`src/rtl/seg7_scan_ctrl_if.sv`:
```
// Purpose : signal bundle between a host and the 4-digit 7-segment scanner.
// Ports   : host side drives en/load/bcd_in/dp_in/lzb; scanner drives seg/dp/an_n/
//           load_ack/frame_start. master = host, slave = scanner.
interface seg7_scan_ctrl_if;
  logic        en;
  logic        load;
  logic [15:0] bcd_in;
  logic [3:0]  dp_in;
  logic        lzb;
  logic [6:0]  seg;
  logic        dp;
  logic [3:0]  an_n;
  logic        load_ack;
  logic        frame_start;

  modport master (
    output en, load, bcd_in, dp_in, lzb,
    input  seg, dp, an_n, load_ack, frame_start
  );

  modport slave (
    input  en, load, bcd_in, dp_in, lzb,
    output seg, dp, an_n, load_ack, frame_start
  );
endinterface

```
`src/rtl/seg7_scan_ctrl.sv`:
```
// Purpose : time-multiplexed 4-digit BCD 7-segment driver, one shared decoder,
//           blank gap before every digit, tear-free frame-boundary data update.
// Latency : en/lzb act one clock after they are sampled; load reaches the display
//           at the next idx-0 BLANK edge.
// Backpres: none; load is always accepted into a single pending slot, last write wins.
// Ports   : clk, rst_n (async, active low); bus (slave) carries en, load, bcd_in,
//           dp_in, lzb in and seg, dp, an_n, load_ack, frame_start out.
module seg7_scan_ctrl #(
  parameter int unsigned DIV = 4
) (
  input  logic             clk,
  input  logic             rst_n,
  seg7_scan_ctrl_if.slave  bus
);

  localparam logic [7:0] CNT_MAX  = 8'(DIV - 1);
  localparam logic [0:0] ST_BLANK = 1'b0;
  localparam logic [0:0] ST_SHOW  = 1'b1;

  logic [7:0]  cnt_q, cnt_d;
  logic [1:0]  idx_q, idx_d;
  logic [15:0] disp_bcd_q, disp_bcd_d;
  logic [3:0]  disp_dp_q, disp_dp_d;
  logic [15:0] pend_bcd_q, pend_bcd_d;
  logic [3:0]  pend_dp_q, pend_dp_d;
  logic        pf_q, pf_d;
  logic        ack_q, ack_d;
  // en and lzb are registered so every output depends on flops only.
  logic        en_q;
  logic        lzb_q;

  logic        wrap_w;
  logic        xfer_w;
  logic [0:0]  state_w;
  logic [3:0]  dig_w;
  logic        z1_w, z2_w, z3_w;
  logic        lz_blank_w;

  function automatic logic [6:0] seg_decode(input logic [3:0] d);
    case (d)
      4'd0:    seg_decode = 7'h7E;
      4'd1:    seg_decode = 7'h30;
      4'd2:    seg_decode = 7'h6D;
      4'd3:    seg_decode = 7'h79;
      4'd4:    seg_decode = 7'h33;
      4'd5:    seg_decode = 7'h5B;
      4'd6:    seg_decode = 7'h5F;
      4'd7:    seg_decode = 7'h70;
      4'd8:    seg_decode = 7'h7F;
      4'd9:    seg_decode = 7'h7B;
      default: seg_decode = 7'h00;
    endcase
  endfunction

  // Scan only advances across a cycle that was actually displayed (en_q=1).
  assign wrap_w = en_q && (cnt_q == CNT_MAX);
  // The edge leaving digit 3's last slot is the edge entering BLANK of digit 0.
  assign xfer_w = wrap_w && (idx_q == 2'd3) && pf_q;

  always_comb begin
    cnt_d      = cnt_q;
    idx_d      = idx_q;
    disp_bcd_d = disp_bcd_q;
    disp_dp_d  = disp_dp_q;
    pend_bcd_d = pend_bcd_q;
    pend_dp_d  = pend_dp_q;
    pf_d       = pf_q;
    ack_d      = 1'b0;
    if (en_q) begin
      if (wrap_w) begin
        cnt_d = 8'd0;
        idx_d = idx_q + 2'd1;
      end else begin
        cnt_d = cnt_q + 8'd1;
      end
    end
    if (xfer_w) begin
      disp_bcd_d = pend_bcd_q;
      disp_dp_d  = pend_dp_q;
      pf_d       = 1'b0;
      ack_d      = 1'b1;
    end
    // A load on the transfer edge wins over the clear: new data waits a frame.
    if (bus.load) begin
      pend_bcd_d = bus.bcd_in;
      pend_dp_d  = bus.dp_in;
      pf_d       = 1'b1;
    end
  end

  always_ff @(posedge clk or negedge rst_n) begin
    if (!rst_n) begin
      cnt_q      <= 8'd0;
      idx_q      <= 2'd0;
      disp_bcd_q <= 16'd0;
      disp_dp_q  <= 4'd0;
      pend_bcd_q <= 16'd0;
      pend_dp_q  <= 4'd0;
      pf_q       <= 1'b0;
      ack_q      <= 1'b0;
      en_q       <= 1'b0;
      lzb_q      <= 1'b0;
    end else begin
      cnt_q      <= cnt_d;
      idx_q      <= idx_d;
      disp_bcd_q <= disp_bcd_d;
      disp_dp_q  <= disp_dp_d;
      pend_bcd_q <= pend_bcd_d;
      pend_dp_q  <= pend_dp_d;
      pf_q       <= pf_d;
      ack_q      <= ack_d;
      en_q       <= bus.en;
      lzb_q      <= bus.lzb;
    end
  end

  assign state_w = (cnt_q == 8'd0) ? ST_BLANK : ST_SHOW;
  assign dig_w   = disp_bcd_q[{idx_q, 2'b00} +: 4];

  // zN: digits N..3 are all zero (codes above 9 count as non-zero).
  assign z3_w = (disp_bcd_q[15:12] == 4'd0);
  assign z2_w = z3_w && (disp_bcd_q[11:8] == 4'd0);
  assign z1_w = z2_w && (disp_bcd_q[7:4] == 4'd0);

  always_comb begin
    lz_blank_w = 1'b0;
    case (idx_q)
      2'd1:    lz_blank_w = z1_w;
      2'd2:    lz_blank_w = z2_w;
      2'd3:    lz_blank_w = z3_w;
      default: lz_blank_w = 1'b0;
    endcase
    lz_blank_w = lz_blank_w && lzb_q;
  end

  always_comb begin
    bus.an_n = 4'b1111;
    bus.seg  = 7'h00;
    bus.dp   = 1'b0;
    if (en_q && (state_w == ST_SHOW)) begin
      bus.an_n = ~(4'b0001 << idx_q);
      bus.seg  = lz_blank_w ? 7'h00 : seg_decode(dig_w);
      bus.dp   = disp_dp_q[idx_q];
    end
  end

  assign bus.frame_start = en_q && (state_w == ST_BLANK) && (idx_q == 2'd0);
  assign bus.load_ack    = ack_q;

endmodule

```
`src/flat_wrapper.sv`:
```
// flat-port wrapper written by rule: the top's interface ports become plain ports
module seg7_scan_ctrl_flat 
#(
  parameter int unsigned DIV = 4
)
  (clk, rst_n, bus_en, bus_load, bus_bcd_in, bus_dp_in, bus_lzb, bus_seg, bus_dp, bus_an_n, bus_load_ack, bus_frame_start);
  seg7_scan_ctrl_if bus_i ();
  input  logic clk;
  input  logic rst_n;
  input wire logic [$bits(bus_i.en)-1:0] bus_en;
  input wire logic [$bits(bus_i.load)-1:0] bus_load;
  input wire logic [$bits(bus_i.bcd_in)-1:0] bus_bcd_in;
  input wire logic [$bits(bus_i.dp_in)-1:0] bus_dp_in;
  input wire logic [$bits(bus_i.lzb)-1:0] bus_lzb;
  output wire logic [$bits(bus_i.seg)-1:0] bus_seg;
  output wire logic [$bits(bus_i.dp)-1:0] bus_dp;
  output wire logic [$bits(bus_i.an_n)-1:0] bus_an_n;
  output wire logic [$bits(bus_i.load_ack)-1:0] bus_load_ack;
  output wire logic [$bits(bus_i.frame_start)-1:0] bus_frame_start;
  assign bus_i.en = bus_en;
  assign bus_i.load = bus_load;
  assign bus_i.bcd_in = bus_bcd_in;
  assign bus_i.dp_in = bus_dp_in;
  assign bus_i.lzb = bus_lzb;
  assign bus_seg = bus_i.seg;
  assign bus_dp = bus_i.dp;
  assign bus_an_n = bus_i.an_n;
  assign bus_load_ack = bus_i.load_ack;
  assign bus_frame_start = bus_i.frame_start;
  seg7_scan_ctrl #(.DIV(DIV)) u_core (.clk(clk), .rst_n(rst_n), .bus(bus_i));
endmodule
```
`config.mk`:
```
export PLATFORM = sky130hd
export DESIGN_NAME = seg7_scan_ctrl_flat
export DESIGN_NICKNAME = d
export VERILOG_FILES = /design/src/rtl/seg7_scan_ctrl_if.sv /design/src/rtl/seg7_scan_ctrl.sv /design/src/flat_wrapper.sv
export SDC_FILE = /design/constraint.sdc
export NUM_CORES = 1
export LEC_CHECK = 0
export CORE_MARGIN = 5
export CORE_UTILIZATION = 40
export DETAILED_ROUTE_END_ITERATION = 8
export HOLD_SLACK_MARGIN = 0.05
export SYNTH_ARGS = -nofsm -noshare
export SYNTH_HDL_FRONTEND = slang
export SYNTH_SLANG_ARGS = --single-unit
```
`constraint.sdc`:
```
create_clock -name clk -period 2.8 [get_ports clk]
set_input_delay 0.84 -clock clk [delete_from_list [all_inputs] [get_ports clk]]
set_output_delay 0.84 -clock clk [all_outputs]
set_load 0.05 [all_outputs]
```
**Yosys cells after proc, flatten, opt, wreduce, memory -nomap -nowiden**

Memories as Yosys holds them, arrays and structs flattened.
Index checks and enable logic that the tools add are counted.

- Output and inout bits: 14
- Bits of input ports: 25
- Memory bits (read-only): 112
- Bits in registers: 54
- Memories kept: 1

Memories:

| name | depth | width | rd ports | clocked after memory_dff | wr ports | RTL line | text |
|---|---|---|---|---|---|---|---|
| (no name shown) | 16 | 7 | 1 | 0 | 0 | seg7_scan_ctrl.sv:40 | `case (d)` |

- Reduce and logical (&&, ||, !) cells: 16
- Bitwise logic cells: 1
- Shifts and indexed selects: 2
- $lt $le $gt $ge: 1
- Equal/unequal tests: 4
- $add $sub $neg: 2
- Multiplexer cells: 12

Operators by type and width:

| cell | count |
|---|---|
| 16-bit by 5-bit variable part select with 4-bit output | 1 |
| 7-bit two-way mux | 2 |
| 4-bit zero test | 3 |
| 1-bit logical AND | 9 |
| 8-bit by 1-bit adder with 8-bit output, second input constant | 1 |
| 8-bit by 2-bit == test with 1-bit output, second input constant | 1 |
| 8-bit zero test | 1 |
| 8-bit two-way mux | 1 |
| 1-bit two-way mux | 6 |
| 2-bit == test, second input constant | 2 |
| 4-bit two-way mux | 1 |
| 4-bit NOT | 1 |
| 1-bit by 2-bit left shift with 4-bit output, first input constant | 1 |
| 2-bit by 3-bit less-than comparator with 1-bit output, second input constant | 1 |
| 1-bit one-hot mux with 3 select lines | 1 |
| 2-bit by 1-bit adder with 2-bit output, second input constant | 1 |
| 1-bit binary-select mux with 2-bit select | 1 |
| 2-bit by 1-bit == test with 1-bit output, second input constant | 1 |
| 2-bit zero test | 1 |
| 2-bit AND reduction | 1 |
| 2-bit nonzero test | 1 |

**Depth between registers and ports, before layout**

Gate-level depths: netlist (run 1).

- Depth after elaboration: 7
- Gate-level depth with buffers: 8

**Least setup slack after synthesis (run 1)**

Ideal clock, no wire load.

- Path type: flip-flop to output port
- Start: register u_core.idx_q[0]
- End: output bus_seg[4]
- Arrival: 2557 ps
- Cell stages (with the launch flop): 6
- Data required time: 1960 ps
- Slack: -597 ps
- Path buffers: 1
- Cell sequence: dfrtp_1 -> clkbuf_1 -> mux4_2 -> o21ai_0 -> o211ai_1 -> a31oi_1

- Word-level cells in the longest chain between the ends: 5

Ends and longest elaborated chain:

| element | RTL line | text |
|---|---|---|
| start: declaration | seg7_scan_ctrl.sv:21 | `logic [1:0] idx_q, idx_d;` |
| start signal: assignment | seg7_scan_ctrl.sv:105 | `idx_q <= idx_d;` |
| parallel branches: the longest is 3 deep, another holds memory 16 x 7 bit | -- |  |
| 7-bit two-way mux * | seg7_scan_ctrl.sv:142 | `bus.seg = lz_blank_w ? 7'h00 : seg_decode(dig_w);` |
| 7-bit two-way mux * | seg7_scan_ctrl.sv:140 | `if (en_q && (state_w == ST_SHOW)) begin` |
| end: declaration | flat_wrapper.sv:15 | `output wire logic [$bits(bus_i.seg)-1:0] bus_seg;` |

Every way passes the cells marked *.

**Worst setup path after layout (run 1)**

Same ends and word-level chain as after synthesis.

==> impl_results.md, run 1 <==
* Outcome: finished, violations left
* Failing checks: setup timing
* Req. time, crit path at 1.96 ns
* Worst hold slack at 0.491 ns
* CP peak stage delay at 0.59 ns
* Final setup vio count at 8
* CTS Hold Bufs at 0
* Initial core utilization at 0.412
* Fin crit period at 3.04 ns
* Crit. End Element: output pin
* Core area at 6350 µm²
* Crit-path cells: mux4_2, o21ai_2, o211ai_1, buf_4, a31oi_4, buf_12
* Final Instance Area at 3730 µm²
* Clk sinks at 54
* Lkg Pwr at 1.64 nW
* Largest net degree at the start of global routing at 55
* Cell area after synthesis at 2610 µm²
* I/O pins at 39
* HPWL after detailed placement at 3570 µm
* Slew of the pin with the lowest slew margin at 0.685 ns
* Worst-Skew Late Latency at 0.31 ns
* Top_reg_cell synth: dfrtp_1
* DRT Pass-1 Iters at 4
* IO buf count at 38
* 1st-iter DRT viols at 61
* Layout cells sized above 1 at 0.534
* Final Slew Violations at 0
* Synth top area cells: dfrtp_1 (52%), mux2_4 (11%), mux2_2 (9.5%)
* DR vias at 1714
* Max Root-Sink Buffers at 2
* Routed WL at 5230 µm
* Fillers at 528
* Crit path kind: reg2out
* Root Driver: clkbuf_8
* Setup TNS at -1.39 ns
* Fmax at 0.329 GHz
* Post-synth cell types at 35
* GRT Util Overall at 0.131
* # Max-Cap Violations at 0
* Top cell type by total area after synthesis: dfrtp_1
* Die span in y at 90.8 µm
* DRT antenna net count at 0
* Total CTS buffers at 5
* Area growth, synth to finish at 42.6%
* Peak VDD IR at 0.965 mV
* Slowest CP cell: mux4_2
* Startpoint types: register
* Final hold violations at 0
* Synth async-reset ratio at 1.00
* DRC violations left at 0
* Overflow after GRT at 0
* Rel. slew slack at 0.543
* Detail-routed via count per cell at 5.03
* Placed instance count at 319
* Pwr dens at 1100 nW/µm²
* Gate Count Post-Synth at 190
* Final worst path period share at 1.09
* Worst Skew at 0.00964 ns
* WL per Instance at 15.3 µm
* Crit-path max FO at 6
* Sequential cell area fraction in the yosys report at 0.517
* H-tree level count at 2
* CTS tree: built
* Initial antenna violation count at 0
* Placer Congestion at 0.784
* Die ar. at 8250 µm²
* Syn nets at 226
* RSZ-0062 raised after global routing: true
* Place WS at -0.00223 ns
* Synth top area share at 0.517
* EDFF count, synth at 0
* Die X-Extent at 90.8 µm
* Synthesized flop and latch total at 54
* Worst EP arrival at 2.20 ns
* Synth warnings at 0
* Non-Filler Instances at 341
* Mean area per synthesized cell at 13.8 µm²
* Setup ws final at -0.244 ns
* Worst hold-check path type: reg2reg
* Placed Area at 3310 µm²
* CTS clock-pin slew for the worst setup and hold paths at 0.09 ns
* Nets at 299
* N_diodes at 0
* Vias in the first global route at 1736
* Std-Cell Rows at 29
* Global-route wire length before repair at 8750 µm
[critical path: cells and delay by family, from the launching register on]
kind,cells,cell delay (ns)
flops,1,0.45
buf+inv,2,0.36
compound gates,3,0.49
mux,1,0.59
[placed cells by master, fill, tap and decap left out, types with 2 or more instances in the layout]
| master | Yosys | final |
|---|---|---|
| ha_4 | 0 | 3 |
| mux2_2 | 22 | 21 |
| nor2_1 | 8 | 5 |
| nand2_1 | 14 | 8 |
| buf_6 | 0 | 9 |
| xnor2_1 | 6 | 6 |
| nand2_4 | 0 | 3 |
| ha_2 | 0 | 3 |
| a21o_1 | 2 | 2 |
| a21oi_4 | 0 | 2 |
| mux2_4 | 19 | 20 |
| nor2_4 | 0 | 3 |
| buf_4 | 0 | 28 |
| inv_1 | 7 | 5 |
| nor4_1 | 2 | 2 |
| o21ai_2 | 0 | 3 |
| buf_8 | 0 | 2 |
| clkbuf_8 | 0 | 5 |
| dfrtp_1 | 54 | 52 |
| dfrtp_2 | 0 | 2 |
| buf_12 | 2 | 8 |
| ha_1 | 11 | 5 |
| nand4_1 | 3 | 3 |
| and3_1 | 2 | 2 |
| nand2_2 | 0 | 3 |
| clkdlybuf4s50_1 | 0 | 24 |
| o21ai_0 | 5 | 2 |
| a21oi_2 | 0 | 2 |
| mux4_2 | 4 | 4 |
[path summary, 6_finish.rpt]
check,startpoint,cells after the start,to,slack (ns)
max,u_core.idx_q[0],6,bus_seg[4],-0.24
max reg2reg,u_core.cnt_q[5],5,u_core.disp_bcd_q[0],0.46
min reg2reg,u_core.pf_q,1,u_core.pf_q,0.49
max in group asynchronous,rst_n,2,u_core.idx_q[0],1.65
min,u_core.pf_q,1,u_core.pf_q,0.49
min in group asynchronous,rst_n,2,u_core.pend_dp_q[0],0.63
[state kept, by name, summed over array words and instances (netlist names)]
register,flops
u_core.en_q,1
u_core.cnt_q,8
u_core.pend_dp_q,4
u_core.lzb_q,1
u_core.idx_q,2
u_core.bus.load_ack,1
u_core.disp_dp_q,4
u_core.pf_q,1
u_core.disp_bcd_q,16
u_core.pend_bcd_q,16
[power by group]
| part | switching (mW) | total [mW] | internal (mW) |
|---|---|---|---|
| clock network | 0.257 | 0.439 | 0.182 |
| logic | 1.19 | 2.51 | 1.32 |
| registers | 0.166 | 1.13 | 0.969 |
[kinds of logic after synthesis]
group,Yosys count,share of synthesized area
DFF,54,0.517
muxes,48,0.250
and+or+nand+nor,38,0.0799
AOI/OAI and AO/OA,20,0.0493
buffers and inverters,13,0.0311
adders and majority gates,11,0.0527
xor gates and xnor gates,6,0.0201
[final cells by class]
type                       instances  area [µm²]  area share
sequential                        54        1350       0.363
multi-input combinational        123        1410       0.379
clock buffer                       6        72.6      0.0195
timing repair buffer              72         747       0.200
clock inverter                     2        17.5     0.00470
tap                               77        96.3      0.0258
inverter                           7        28.8     0.00772
[what timing repair did]
item | 4_1_cts | 5_1_grt
setup endpoints to repair | 13 | 13
setup buffers | 10 | 5
resized for setup | 39 | 17
pin swaps | 13 | 8
[per-layer routing]
metal / wire, µm / global-route usage / up-vias
met4: 134 / 0.0550 / 0
met3: 207 / 0.0350 / 10
met5: 0 / 0 / -
met2: 2460 / 0.194 / 37
met1: 2430 / 0.182 / 846
li1: - / - / 821
[per-stage QoR]
stage,utilization,total power [mW]
CTS,0.569,3.83
global route,0.587,4.32
floorplan,-,2.34
global placement,0.522,3.03
finish,0.587,4.08
detailed placement,0.522,3.04
[cells in the mapped netlist (2+ instances only)]
cell and count:
nand4_1 3, nor3_1 2, mux2_4 19, xnor2_1 6, dfrtp_1 54, nand2_1 14
clkbuf_1 4, buf_12 2, mux2_2 22, a21oi_1 4, o21ai_0 5, a21o_1 2
nor2_1 8, and3_1 2, ha_1 11, mux4_2 4, inv_1 7, mux2i_1 3
nor4_1 2
No activity file was read; power rests on OpenSTA's default activity.
==> run 2: changes to the inputs <==
CORE_ASPECT_RATIO = 0.9   (was default)
GPL_TIMING_DRIVEN = 0   (was default)
==> run 2 against run 1 <==
  * The flow still finishes with violations (setup timing)
  * Setup slack worse by 0.031 ns
  * Via count is 3.7% lower
  * Combinational power is 21% lower
  * Critical path type unchanged
  * Largest cell class is now registers
==> impl_results.md, run 2 (synthesis results as in run 1) <==
* Outcome: finished, violations left
* Failing checks: setup timing
* Max Root-Sink Buffers at 2
* CTS Hold Bufs at 0
* Commonest non-fill, non-tap cell in the layout: dfrtp_1
* Detail-routed via count per cell at 4.87
* Peak VDD IR at 0.347 mV
* N_diodes at 0
* Vias in the first global route at 1790
* Crit-path cells: buf_8, mux4_2, o21ai_2, o211ai_1, buf_4, a31oi_4, buf_6
* Root Driver: clkbuf_8
* Clk sinks at 54
* Most frequent cells in the layout: dfrtp_1 (53), clkdlybuf4s50_1 (24), mux2_2 (22)
* Place WS at -0.929 ns
* Die span in y at 86.7 µm
* Crit. End Element: output pin
* Worst EP arrival at 2.23 ns
* Post-Route Utilization at 0.537
* GR Layer Usage met1 at 0.191
* M3 GR Usage at 0.0313
* Startpoint types: register
* CTS clock-pin slew for the worst setup and hold paths at 0.10 ns
* Fmax at 0.325 GHz
* Crit-path max FO at 7
* Layout cells sized above 1 at 0.450
* # Max-Cap Violations at 0
* CP peak stage delay at 0.59 ns
* Final hold violations at 0
* Final setup vio count at 7
* GRT Util Overall at 0.136
* Gr busiest metal: met2
* Rel. slew slack at 0.594
* Slew of the pin with the lowest slew margin at 0.609 ns
* Routed WL at 5020 µm
* Worst Skew at 0.0126 ns
* Overflow after GRT at 0
* Pwr dens at 1020 nW/µm²
* Nets at 284
* Initial core utilization at 0.403
* Req. time, crit path at 1.96 ns
* RSZ-0062 raised after global routing: true
* Non-Filler Instances at 339
* DRC violations left at 0
* Total CTS buffers at 5
* Total power at 3.55 mW
* DR vias at 1651
* Fillers at 582
* I/O pins at 39
* DRT Pass-1 Iters at 4
* Final Slew Violations at 0
* Crit path launch: u_core.idx_q[0]
* Std-Cell Rows at 28
* Placed instance count at 319
* Largest net degree at the start of global routing at 30
* H-tree level count at 2
* Placer Congestion at 0.792
* IO buf count at 38
* Setup ws final at -0.275 ns
* Crit path kind: reg2out
* Worst-Skew Late Latency at 0.31 ns
* Hold path startpoint: u_core.pend_bcd_q[3]
* Global-route wire length before repair at 8690 µm
* Slowest CP cell: mux4_2
* Initial antenna violation count at 0
* WL per Instance at 14.8 µm
* Area growth, synth to finish at 33.1%
* GRT met2 Usage at 0.209
* Worst hold-check path type: reg2reg
* CTS tree: built
* Placed Area at 3200 µm²
* Top Registers: u_core.disp_bcd_q: 16 flops, u_core.pend_bcd_q: 16 flops, u_core.cnt_q: 8 flops
* Core area at 6480 µm²
* Lkg Pwr at 1.51 nW
* Die X-Extent at 95.2 µm
* DRT antenna net count at 0
* Die ar. at 8250 µm²
* HPWL after detailed placement at 3670 µm
* Fin crit period at 3.07 ns
* Critical R2R Launch: u_core.cnt_q[5]
* Final worst path period share at 1.10
* 1st-iter DRT viols at 59
* Final Instance Area at 3480 µm²
-- run 2: changes by cell type in the layout (fill, tap and decap cells not counted), sizes merged --
cell | before | now
buf | 48 | 30
inv | 8 | 7
clkbuf | 6 | 10
-- run 2: worst paths after layout --
path,slack [ns],endpoint,cells after the start
worst max-delay path,-0.27,bus_seg[4],7
worst min register to register,0.51,u_core.disp_bcd_q[3],1
max in group asynchronous,1.69,u_core.disp_bcd_q[2],2
min in group asynchronous,0.54,u_core.bus.load_ack,1
worst max register to register,0.39,u_core.disp_bcd_q[5],6
worst min-delay path,0.51,u_core.disp_bcd_q[3],1
-- run 2: repair_timing --
action                     in CTS  in global routing
setup endpoints to repair      13                 13
hold endpoints to repair        0                  0
pin swaps                       9                  4
buffers inserted                5                  7
gates resized for setup       103                 13
-- run 2: layout make-up --
| cell class | instances | area, µm² | area share |
|---|---|---|---|
| Sequential cell | 54 | 1350 | 0.389 |
| Multi-Input combinational cell | 123 | 1330 | 0.382 |
| Timing Repair Buffer | 51 | 494 | 0.142 |
| Tap cell | 90 | 113 | 0.0324 |
| Clock buffer | 7 | 86.3 | 0.0248 |
| Buffer | 6 | 66.3 | 0.0191 |
| Inverter | 7 | 31.3 | 0.00899 |
| Clock inverter | 1 | 5.00 | 0.00144 |
-- run 2: worst max-delay path, delay by kind of cell (launching register included) --
| family | cells | cell delay [ns] |
|---|---|---|
| multiplexers | 1 | 0.59 |
| buffers and inverters | 3 | 0.51 |
| flip-flops | 1 | 0.40 |
| AO/OA/AOI/OAI | 3 | 0.42 |
-- run 2: routing by layer --
metal / share of wire / vias to the layer above
li1: - / 792
met3: 0.036 / 7
met2: 0.46 / 28
met4: 0.015 / 0
met5: 0 / -
met1: 0.48 / 824
-- run 2: metrics by stage --
stage	hold WS, ns	setup TNS, ns
finish	0.505	-1.70
global route	0.529	-2.50
CTS	0.498	-1.74
detailed placement	0.482	-8.25
global placement	0.460	-52.01
floorplan	0.451	-0.361
-- run 2: where the power goes --
group          leakage, nW  switching, mW  internal, mW  total, mW
combinational        0.783           1.04         0.951       1.99
sequential           0.678          0.144         0.968       1.11
clock               0.0482          0.245         0.200      0.445
total                 1.51           1.43          2.12       3.55
==> run 3: changes to the inputs <==
CAP_MARGIN = 20   (was default)
CORE_UTILIZATION = 48   (was 40)
PLACE_DENSITY = 0.75   (was default)
==> run 3 against run 2 <==
  * The flow still finishes with violations (setup timing)
  * Maximum frequency is 1.6% lower
  * Global-route usage is 2.5 points higher
  * Via count is 1.3% higher
  * Register-to-register slack hardly changed
  * Combinational power is 4% higher
  * Setup slack worse by 0.051 ns
  * Sequential power hardly changed
  * Utilization is 14 points higher
  * First-iteration DRC count is 27% lower
  * Non-clock buffer count is 4 higher
  * Critical path type unchanged
  * Critical endpoint is now bus_seg[5]
  * Highest routed layer unchanged
==> impl_results.md, run 3 (synthesis results as in run 1) <==
* Std-Cell Rows at 25
* Startpoint types: register
* Place WS at -0.953 ns
* Fin crit period at 3.13 ns
* Highest Signal Layer: met4
* Slew of the pin with the lowest slew margin at 0.604 ns
* Overflow after GRT at 0
* RSZ-0062 raised after global routing: true
* Nets at 288
* Worst EP arrival at 2.29 ns
* N_diodes at 0
* Core area at 5260 µm²
* DRT Pass-1 Iters at 4
* Crit. End Element: output pin
* Final setup vio count at 8
* Routed WL at 5190 µm
* Layout cells sized above 1 at 0.466
* Int Pwr at 2.22 mW
* Fmax at 0.320 GHz
* Worst hold-check path type: reg2reg
* Final Slew Violations at 0
* Die X-Extent at 87.8 µm
* H-tree level count at 2
* Clk sinks at 54
* Failing checks: setup timing
* Area growth, synth to finish at 35.5%
* WL per Instance at 16.2 µm
* Die ar. at 7020 µm²
* Crit-path max FO at 7
* Switching part of the total at 0.398
* Routed met3 length at 255 µm
* Peak VDD IR at 0.915 mV
* Vias in the first global route at 1775
* DRC violations left at 0
* Outcome: finished, violations left
* Met2 WL at 2550 µm
* CTS clock-pin slew for the worst setup and hold paths at 0.09 ns
* Metal-1 WL at 2320 µm
* Worst Skew at 0.00415 ns
* Detail-routed via count per cell at 5.23
* Most frequent cells in the layout: dfrtp_1 (53), clkdlybuf4s50_1 (24), mux2_2 (22)
* Final hold violations at 0
* Req. time, crit path at 1.96 ns
* Seq pwr share at 0.304
* Final worst path period share at 1.12
* DR vias at 1673
* Switch Pwr at 1.47 mW
* Clock power frac at 0.137
* DRT antenna net count at 0
* 1st-iter DRT viols at 43
* Crit path kind: reg2out
* Lkg Pwr at 1.55 nW
* Pwr dens at 1040 nW/µm²
* Global-route wire length before repair at 8690 µm
* FF+latch area at 1350 µm²
* Die span in y at 80.0 µm
* HPWL after detailed placement at 3670 µm
* CTS tree: built
* Largest net degree at the start of global routing at 30
* Total power at 3.69 mW
* Total CTS buffers at 5
* GRT Util Overall at 0.161
* Worst-Skew Late Latency at 0.29 ns
* Max Root-Sink Buffers at 2
* Worst hold slack at 0.512 ns
* Top Registers: u_core.disp_bcd_q: 16 flops, u_core.pend_bcd_q: 16 flops, u_core.cnt_q: 8 flops
* Multi-input logic area at 1350 µm²
* Combinational share of power at 0.559
* I/O pins at 39
* Fillers at 394
* # Max-Cap Violations at 0
* Setup ws final at -0.326 ns
* Rel. slew slack at 0.597
* Commonest non-fill, non-tap cell in the layout: dfrtp_1
* IO buf count at 38
* Initial core utilization at 0.497
* Placer Congestion at 0.753
* Root Driver: clkbuf_8
* Initial antenna violation count at 0
==> run 3: cell count changes in the layout (fill, tap and decap cells not counted), sizes merged <==
| cell | change |
|---|---|
| buf | +4 |
| bufinv | +1 |
| clkbuf | -1 |
| clkinv | -1 |
| clkinvlp | +1 |
==> run 3: stage by stage <==
step                TNS [ns]  std cells   util  cell area [µm²]
floorplan             -0.361        190      -             2690
global placement      -45.39        295  0.600             3150
detailed placement     -8.50        296  0.603             3170
CTS                    -1.95        313  0.649             3410
global route           -2.67        320  0.674             3540
finish                 -2.02        320  0.674             3540
==> run 3: area by class of cell <==
class	count	area share
multi-input cells	123	0.382
clock buffers	6	0.0205
repair buffers	55	0.153
well taps	67	0.0237
plain buffers	6	0.0187
flip-flops and latches	54	0.382
clock inverters	2	0.0106
inverters	7	0.00954
==> run 3: worst paths after layout <==
| check | slack (ns) | cells past startpoint | to | startpoint |
|---|---|---|---|---|
| setup / recovery | -0.33 | 8 | bus_seg[5] | u_core.idx_q[0] |
| hold / removal | 0.51 | 1 | u_core.disp_dp_q[3] | u_core.pend_dp_q[3] |
| setup reg to reg | 0.40 | 6 | u_core.disp_bcd_q[2] | u_core.cnt_q[4] |
| hold reg to reg | 0.51 | 1 | u_core.disp_dp_q[3] | u_core.pend_dp_q[3] |
| max in group asynchronous | 1.70 | 2 | u_core.pend_bcd_q[6] | rst_n |
| min in group asynchronous | 0.54 | 1 | u_core.pend_dp_q[1] | rst_n |
==> run 3: what timing repair did <==
item | 4_1_cts | 5_1_grt
gates resized for setup | 105 | 21
setup buffers | 9 | 7
endpoints found under the setup margin | 13 | 13
hold buffers | 0 | 0
pin swaps | 6 | 6
==> run 3: power groups by stage <==
stage          registers (mW)  clock network [mW]  logic, mW
2_1_floorplan            1.08                   0       1.27
3_3_place_gp             1.13                   0       1.60
3_5_place_dp             1.13                   0       1.64
4_1_cts                  1.12               0.519       1.88
5_1_grt                  1.15               0.547       2.20
6_report                 1.12               0.507       2.06
==> run 3: layer usage <==
| metal | track usage | vias up |
|---|---|---|
| li1 | - | 800 |
| met1 | 0.220 | 835 |
| met2 | 0.259 | 34 |
| met3 | 0.0361 | 4 |
| met4 | 0.0445 | 0 |
| met5 | 0 | - |
==> run 3: critical path, stage by stage (launching register included) <==
cell and delay, ns:
dfrtp_1 0.39, buf_8 0.15, mux4_2 0.56, o21ai_2 0.18, o211ai_1 0.11, buf_4 0.18, buf_6 0.13, a21oi_4 0.11
buf_6 0.17
